===== config.mk =====
export PLATFORM = sky130hd
export DESIGN_NAME = param_frame_rx
export DESIGN_NICKNAME = d
export VERILOG_FILES = /design/src/rtl/param_frame_rx.sv
export SDC_FILE = /design/constraint.sdc
export NUM_CORES = 1
export LEC_CHECK = 0
export BUFFER_PORTS_ARGS = -buffer_cell sky130_fd_sc_hd__buf_2
export CORE_UTILIZATION = 40
export CTS_BUF_LIST = sky130_fd_sc_hd__clkbuf_8
export CTS_CLUSTER_DIAMETER = 120
export DETAILED_ROUTE_END_ITERATION = 8
export PLACE_DENSITY_LB_ADDON = 0.08
export SYNTH_ARGS = -nofsm -noshare
export SYNTH_HDL_FRONTEND = slang
export SYNTH_SLANG_ARGS = --single-unit

===== constraint.sdc =====
create_clock -name clk -period 1.9 [get_ports clk]
set_clock_uncertainty 0.1 [all_clocks]
set_input_delay 0.38 -clock clk [delete_from_list [all_inputs] [get_ports clk]]
set_output_delay 0.38 -clock clk [all_outputs]
set_load 0.01 [all_outputs]

===== src/rtl/param_frame_rx.sv =====
// param_frame_rx
//   Pin-level frame receiver feeding the eigen core. Nibbles strobed on
//   asynchronous MCU pins are synchronised and assembled into two signed
//   32-bit coefficients, with an 8-bit additive checksum over the first
//   16 nibbles. Validated coefficients are handed to the core together with
//   a single-cycle start pulse, held off while the core reports busy.
//
// Ports
//   clk, rst_n  : system clock, asynchronous active-low reset
//   pin_data    : nibble data (async pins)
//   pin_stb     : nibble strobe, each toggle is one nibble event (async pin)
//   pin_sof     : start-of-frame marker taken with the nibble event (async pin)
//   core_busy   : core busy, start is withheld while high
//   a0, a1      : last successfully delivered coefficients
//   start_calc  : one-cycle start pulse, a0/a1 valid in the same cycle
//   frame_err   : sticky error for the last frame, cleared by the next sof
//   rx_busy     : frame being received or pending delivery
module param_frame_rx #(
  parameter int unsigned SYNC_STAGES = 2,
  parameter int unsigned TIMEOUT     = 4096
) (
  input  logic        clk,
  input  logic        rst_n,
  input  logic [3:0]  pin_data,
  input  logic        pin_stb,
  input  logic        pin_sof,
  input  logic        core_busy,
  output logic [31:0] a0,
  output logic [31:0] a1,
  output logic        start_calc,
  output logic        frame_err,
  output logic        rx_busy
);

  localparam int unsigned TW = $clog2(TIMEOUT + 1);

  typedef enum logic [2:0] {IDLE, RECV, CHK, WAIT_CORE, FIRE} state_t;

  state_t                   state, state_n;

  logic [SYNC_STAGES*4-1:0] data_sync;
  logic [SYNC_STAGES-1:0]   stb_sync;
  logic [SYNC_STAGES-1:0]   sof_sync;
  logic                     stb_prev;

  logic [3:0]               nib;
  logic                     sof;
  logic                     evt;

  logic [63:0]              shadow;
  logic [7:0]               rx_chk;
  logic [7:0]               sum;
  logic [4:0]               cnt;
  logic [TW-1:0]            tcnt;

  logic                     restart;
  logic                     take;
  logic                     err_set;
  logic                     load;

  assign nib = data_sync[SYNC_STAGES*4-1 -: 4];
  assign sof = sof_sync[SYNC_STAGES-1];
  assign evt = stb_sync[SYNC_STAGES-1] ^ stb_prev;

  // All three pin groups share the same depth so data/sof line up with the
  // strobe edge that announces them.
  always_ff @(posedge clk or negedge rst_n) begin
    if (!rst_n) begin
      data_sync <= '0;
      stb_sync  <= '0;
      sof_sync  <= '0;
      stb_prev  <= 1'b0;
    end else begin
      data_sync <= {data_sync[SYNC_STAGES*4-5:0], pin_data};
      stb_sync  <= {stb_sync[SYNC_STAGES-2:0], pin_stb};
      sof_sync  <= {sof_sync[SYNC_STAGES-2:0], pin_sof};
      stb_prev  <= stb_sync[SYNC_STAGES-1];
    end
  end

  always_ff @(posedge clk or negedge rst_n) begin
    if (!rst_n) state <= IDLE;
    else        state <= state_n;
  end

  // cnt holds the number of nibbles already captured, so cnt==17 marks the
  // final checksum nibble arriving.
  always_comb begin
    state_n = state;
    restart = 1'b0;
    take    = 1'b0;
    err_set = 1'b0;
    load    = 1'b0;
    case (state)
      IDLE: begin
        if (evt && sof) begin
          restart = 1'b1;
          state_n = RECV;
        end
      end
      RECV: begin
        if (evt) begin
          if (sof) begin
            restart = 1'b1;
          end else begin
            take = 1'b1;
            if (cnt == 5'd17) state_n = CHK;
          end
        end else if (tcnt == TW'(TIMEOUT)) begin
          err_set = 1'b1;
          state_n = IDLE;
        end
      end
      CHK: begin
        if (rx_chk != sum) begin
          err_set = 1'b1;
          state_n = IDLE;
        end else if (!core_busy) begin
          load    = 1'b1;
          state_n = FIRE;
        end else begin
          state_n = WAIT_CORE;
        end
      end
      WAIT_CORE: begin
        // A new sof abandons the pending frame silently.
        if (evt && sof) begin
          restart = 1'b1;
          state_n = RECV;
        end else if (!core_busy) begin
          load    = 1'b1;
          state_n = FIRE;
        end
      end
      FIRE:    state_n = IDLE;
      default: state_n = IDLE;
    endcase
  end

  always_ff @(posedge clk or negedge rst_n) begin
    if (!rst_n) begin
      shadow    <= '0;
      rx_chk    <= '0;
      sum       <= '0;
      cnt       <= '0;
      tcnt      <= '0;
      a0        <= '0;
      a1        <= '0;
      frame_err <= 1'b0;
    end else begin
      if (restart) begin
        shadow <= {shadow[59:0], nib};
        sum    <= {4'b0, nib};
        cnt    <= 5'd1;
      end else if (take) begin
        if (cnt < 5'd16) begin
          shadow <= {shadow[59:0], nib};
          sum    <= sum + {4'b0, nib};
        end else begin
          rx_chk <= {rx_chk[3:0], nib};
        end
        cnt <= cnt + 5'd1;
      end

      if (evt)                                   tcnt <= '0;
      else if (state == RECV && tcnt != TW'(TIMEOUT)) tcnt <= tcnt + 1'b1;

      // Loading on the way into FIRE makes a0/a1 valid alongside start_calc.
      if (load) begin
        a0 <= shadow[63:32];
        a1 <= shadow[31:0];
      end

      if (err_set)      frame_err <= 1'b1;
      else if (restart) frame_err <= 1'b0;
    end
  end

  assign start_calc = (state == FIRE);
  assign rx_busy    = (state != IDLE);

endmodule

; ---- Yosys cells after proc, flatten, opt, wreduce, memory -nomap -nowiden
; Index checks and enable logic that the tools add are counted.
[classes]
n_bitwise = 3
mux = 37
reduce_logical = 12
add_sub_neg = 3
n_lt_le_gt_ge = 1
n_eq_ne = 13
[ops]
columns = op, n
row1 = 2-to-1 mux 64 bit, 3
row2 = 2-to-1 mux 3 bit, 9
row3 = 2-to-1 mux 13 bit, 2
row4 = 2-to-1 mux 8 bit, 3
row5 = 2-to-1 mux 1 bit, 14
row6 = adder 13 x 1 -> 13 bit (second input constant), 1
row7 = equality test 13 bit (second input constant), 1
row8 = != test 13 bit (second input constant), 1
row9 = != test 3 bit (second input constant), 4
row10 = one-hot mux 3 bit (4 select lines), 1
row11 = 2-to-1 mux 5 bit, 2
row12 = adder 8 x 4 -> 8 bit, 1
row13 = != test 8 bit, 1
row14 = nonzero test 2 bit, 4
row15 = equality test 3 x 2 -> 1 bit (second input constant), 2
row16 = one-hot mux 1 bit (2 select lines), 3
row17 = adder 5 x 1 -> 5 bit (second input constant), 1
row18 = equality test 5 bit (second input constant), 1
row19 = < comparator 5 bit (second input constant), 1
row20 = AND reduction 5 bit, 1
row21 = equality test 3 x 1 -> 1 bit (second input constant), 1
row22 = equality test 3 bit (second input constant), 1
row23 = zero test 3 bit, 1
row24 = AND reduction 3 bit, 1
row25 = other kinds (7), 9
[word_totals]
reg_bits = 179
output_inout_bits = 67
input_bits = 9
elab_cells = 82

; ---- Logic depth before layout (Yosys ltp)
[depth]
ltp_word = 6
depth_mapped = 8
mapped_depth_nobuf = 8

; ---- Least setup slack after synthesis
; No wires, ideal clock.
[synth_timing]
path_type = register to register
startpoint = register sum[5]
endpoint = register a0[0]
slack_ps = -166
required_ps = 1673
synth_period_minus_slack_ps = 2066
t_arrival_ps = 1839
path_stages_with_launch = 8
setup_time_ps = 127
cell_sequence = dfrtp_1 xor2_1 nor4_1 nand3_1 a21oi_1 buf_4 buf_8 mux2_1
[synth_between]
elab_chain_cells = 3
[synth_lines]
columns = item, line
row1 = start: declaration, 52  ; logic [7:0] sum;
row2 = start signal: assignment, 153  ; sum <= {4'b0, nib};
row3 = start signal: assignment, 158  ; sum <= sum + {4'b0, nib};
row4 = != test 8 bit, 115  ; if (rx_chk != sum) begin
row5 = 2-to-1 mux 1 bit, 115
row6 = one-hot mux 1 bit (2 select lines), 94  ; case (state)
row7 = end signal: assignment, 170  ; a0 <= shadow[63:32];
row8 = end: declaration, 28  ; output logic [31:0] a0,
; Every way passes these cells.
; A chain may end at the register's enable or synchronous reset.

; ---- Final worst setup path
[layout_timing]
startpoint = register sum[4]
endpoint = register a0[19]
; Same word-level chain as after synthesis.

==> impl_metrics.toml <==
[timing]
worst_pin_slew_ns = 0.421
setup-violations-final = 146
slew-limit-headroom = 0.717
hold_viol_final = 0
fmax_ghz = 0.442
whs_ns = 0.231
maxSlewViolCount = 0
timing.final.crit_period_ns = 2.26
fin_ws_ns = -0.361
fin_crit_sh = 1.19
rsz0062_at_grt = "yes"

[yosys]
synth_seq_cells = 179
synth_compound_area_frac = 0.0310
synth.top_cell.area_share = 0.613
synth_async_sr_flop_share = 1.00
synth_ff_type = "dfrtp_1"
synth_top_family_by_area = "simple AND/OR/NAND/NOR gates"
synth_most_common_cell = "nand2_1"
synth_xor_area_frac = 0.0312
netlist_instances = 641
avgSynthCellArea_sq_um = 11.4
netlist_top_cells_count = "nand2_1 (207), dfrtp_1 (179), mux2_1 (49)"
syn_area_sq_um = 7310
synthMuxAreaShare = 0.111
yosys.area_share.simple = 0.169
yosysTopAreaCell = "dfrtp_1"
synth.distinct_cells = 48
synth_warnings = 0
synth_adder_area_share = 0.0164
syn_nets = 659
seq_area_frac_synth = 0.613
synth_area_leaders = "dfrtp_1 (61%), nand2_1 (11%), mux2_1 (7.6%)"
synth_edf_count = 0

[worst_setup_path]
cp_max_fo = 9
critPathRequiredTime_ns = 2.15
worstPathArrival_ns = 2.51
path_class = "flip-flop to flip-flop"
rr_worst_depth = 8
crit_chain = "xor2_1 -> nor4_2 -> nand3_1 -> a21oi_4 -> buf_12 -> buf_8 -> clkbuf_16 -> mux2_4"
crit_slowest_cell = "dfrtp_1"
endpoint_kind = "flip-flop"
start_kind = "flip-flop"
crit_path_max_incr_delay_ns = 0.41

[placement]
post_dp_cell_area_sq_um = 8450
placedCellCount = 975
dpl.hpwl_mm = 10.0
port_buffers = 75
gp_congestion = 0.774

[floorplanning]
die_h_microns = 137
rows = 49
coreArea_sq_um = 17900
die_w_microns = 137
initial_core_util = 0.408
ioPinCount = 76
dieArea_sq_um = 18800

[pwr]
p_leak_nw = 5.48
finalPower_mw = 13.4
p_per_area_nw_per_um2 = 1260
peakVddDrop_mv = 0.609

[clocking]
clock-sinks = 179
clock_latency_ns = 0.46
clockRootBuffer = "clkbuf_8"
numCtsBuffers = 17
clockBufferDepth = 2
cts_tree = "yes"
cts-htree-levels = 4
cts.clk_slew.worst_paths_ns = 0.10

[run]
cap_violations = 0

[routing]
wirelength_mm = 18.5
antenna_left = 0
drt_iter0_markers = 213
dr.pass1.iters = 4
wl_per_cell_microns = 17.3
vias_per_cell = 4.96
drc_errors = 0
vias = 5298

[cells_and_area]
antennaDiodeCount = 0
nets = 844
drive_above_1_share = 0.520
fin_util = 0.594
fin_cells = 1068
area_growth_pct = 45.5
final_area_sq_um = 10600

[global_routing]
grt_pass1_wl_mm = 28.8
antenna_found_initial = 0
grt_max_degree = 58
grt_pass1_vias = 5445
grt_usage = 0.204
grt-ovfl-total = 0

[outcome]
violations = "setup timing"
status = "finished with violations"

[worst_hold_path]
hold_class = "primary input to asynchronous set/reset pin"
where the power goes:
| group | switching (mW) | leakage, nW | internal [mW] |
|---|---|---|---|
| Combinational | 2.37 | 2.91 | 2.90 |
| Clock | 1.44 | 0.170 | 0.948 |
| Sequential | 0.969 | 2.40 | 4.78 |
| Total | 4.78 | 5.48 | 8.62 |
worst paths after layout:
check | start | endpoint | slack (ns)
worst max-delay path | sum[4] | a0[19] | -0.36
worst min-delay path | rst_n | shadow[44] | 0.23
worst max register to register | sum[4] | a0[19] | -0.36
worst min register to register | stb_sync[0] | stb_sync[1] | 0.26
max in group asynchronous | rst_n | a1[30] | 0.86
min in group clk | stb_sync[0] | stb_sync[1] | 0.26
placed cells by master, fill, tap and decap left out, types with 4 or more instances in the layout:
cell,count
dfrtp_1,179
nand2_2,90
nand2_1,89
buf_2,72
mux2_4,55
buf_4,51
nand2_4,28
buf_12,24
nor2_1,22
xor2_1,20
clkbuf_8,18
buf_6,14
buf_16,13
nand4_1,10
mux2_1,9
inv_1,8
mux2_2,7
ha_1,7
dlygate4sd3_1,7
nor2_4,6
xnor2_1,6
nand3_1,6
a21oi_2,6
clkbuf_16,6
nand2b_1,5
a21oi_1,5
clkinvlp_4,5
buf_8,5
o21ai_0,4
inv_6,4
cell type report:
class	count	area, sq um
clock buffer	18	248
clock inverter	14	104
fill	1457	7270
inverter	9	33.8
multi-input combinational	427	3450
sequential	179	4480
tap	229	287
timing repair buffer	192	2030
worst max-delay path: cells and delay by family (launching register included):
family,cells,cell delay [ns]
compound gates,1,0.19
xor+xnor,1,0.18
buf+inv,3,0.44
flops,1,0.41
mux,1,0.30
simple gates,2,0.54
kinds of logic after synthesis:
| family | Yosys count |
|---|---|
| AOI/OAI and AO/OA | 34 |
| xor gates and xnor gates | 26 |
| adders and majority gates | 9 |
| buffers and inverters | 35 |
| DFF | 179 |
| muxes | 72 |
| and+or+nand+nor | 286 |
registers in the layout (all words and copies together), names as in the netlist, 3 cells and up:
signal / cells
sum: 8
a1: 32
tcnt: 13
data_sync: 8
rx_chk: 8
a0: 32
state: 3
shadow: 64
cnt: 5
through the flow:
step | TNS, ns | worst slack, ns
finish | -32.50 | -0.361
global route | -43.62 | -0.461
CTS | -32.38 | -0.351
detailed placement | -23.85 | -0.360
global placement | -20.31 | -0.300
floorplan | -4.37 | -0.0889
per-layer routing:
metal,share of wire,track usage
met1,0.45,0.260
met3,0.029,0.0422
met4,0.012,0.0586
met5,0,0
met2,0.51,0.348
what timing repair did:
item	CTS	global route
hold buffers	7	0
buffers inserted	32	10
resized for setup	131	147
gates cloned	18	5
hold endpoints to repair	124	0
endpoints found under the setup margin	139	159
pin swaps	92	73
No activity file was read; power rests on OpenSTA's default activity.
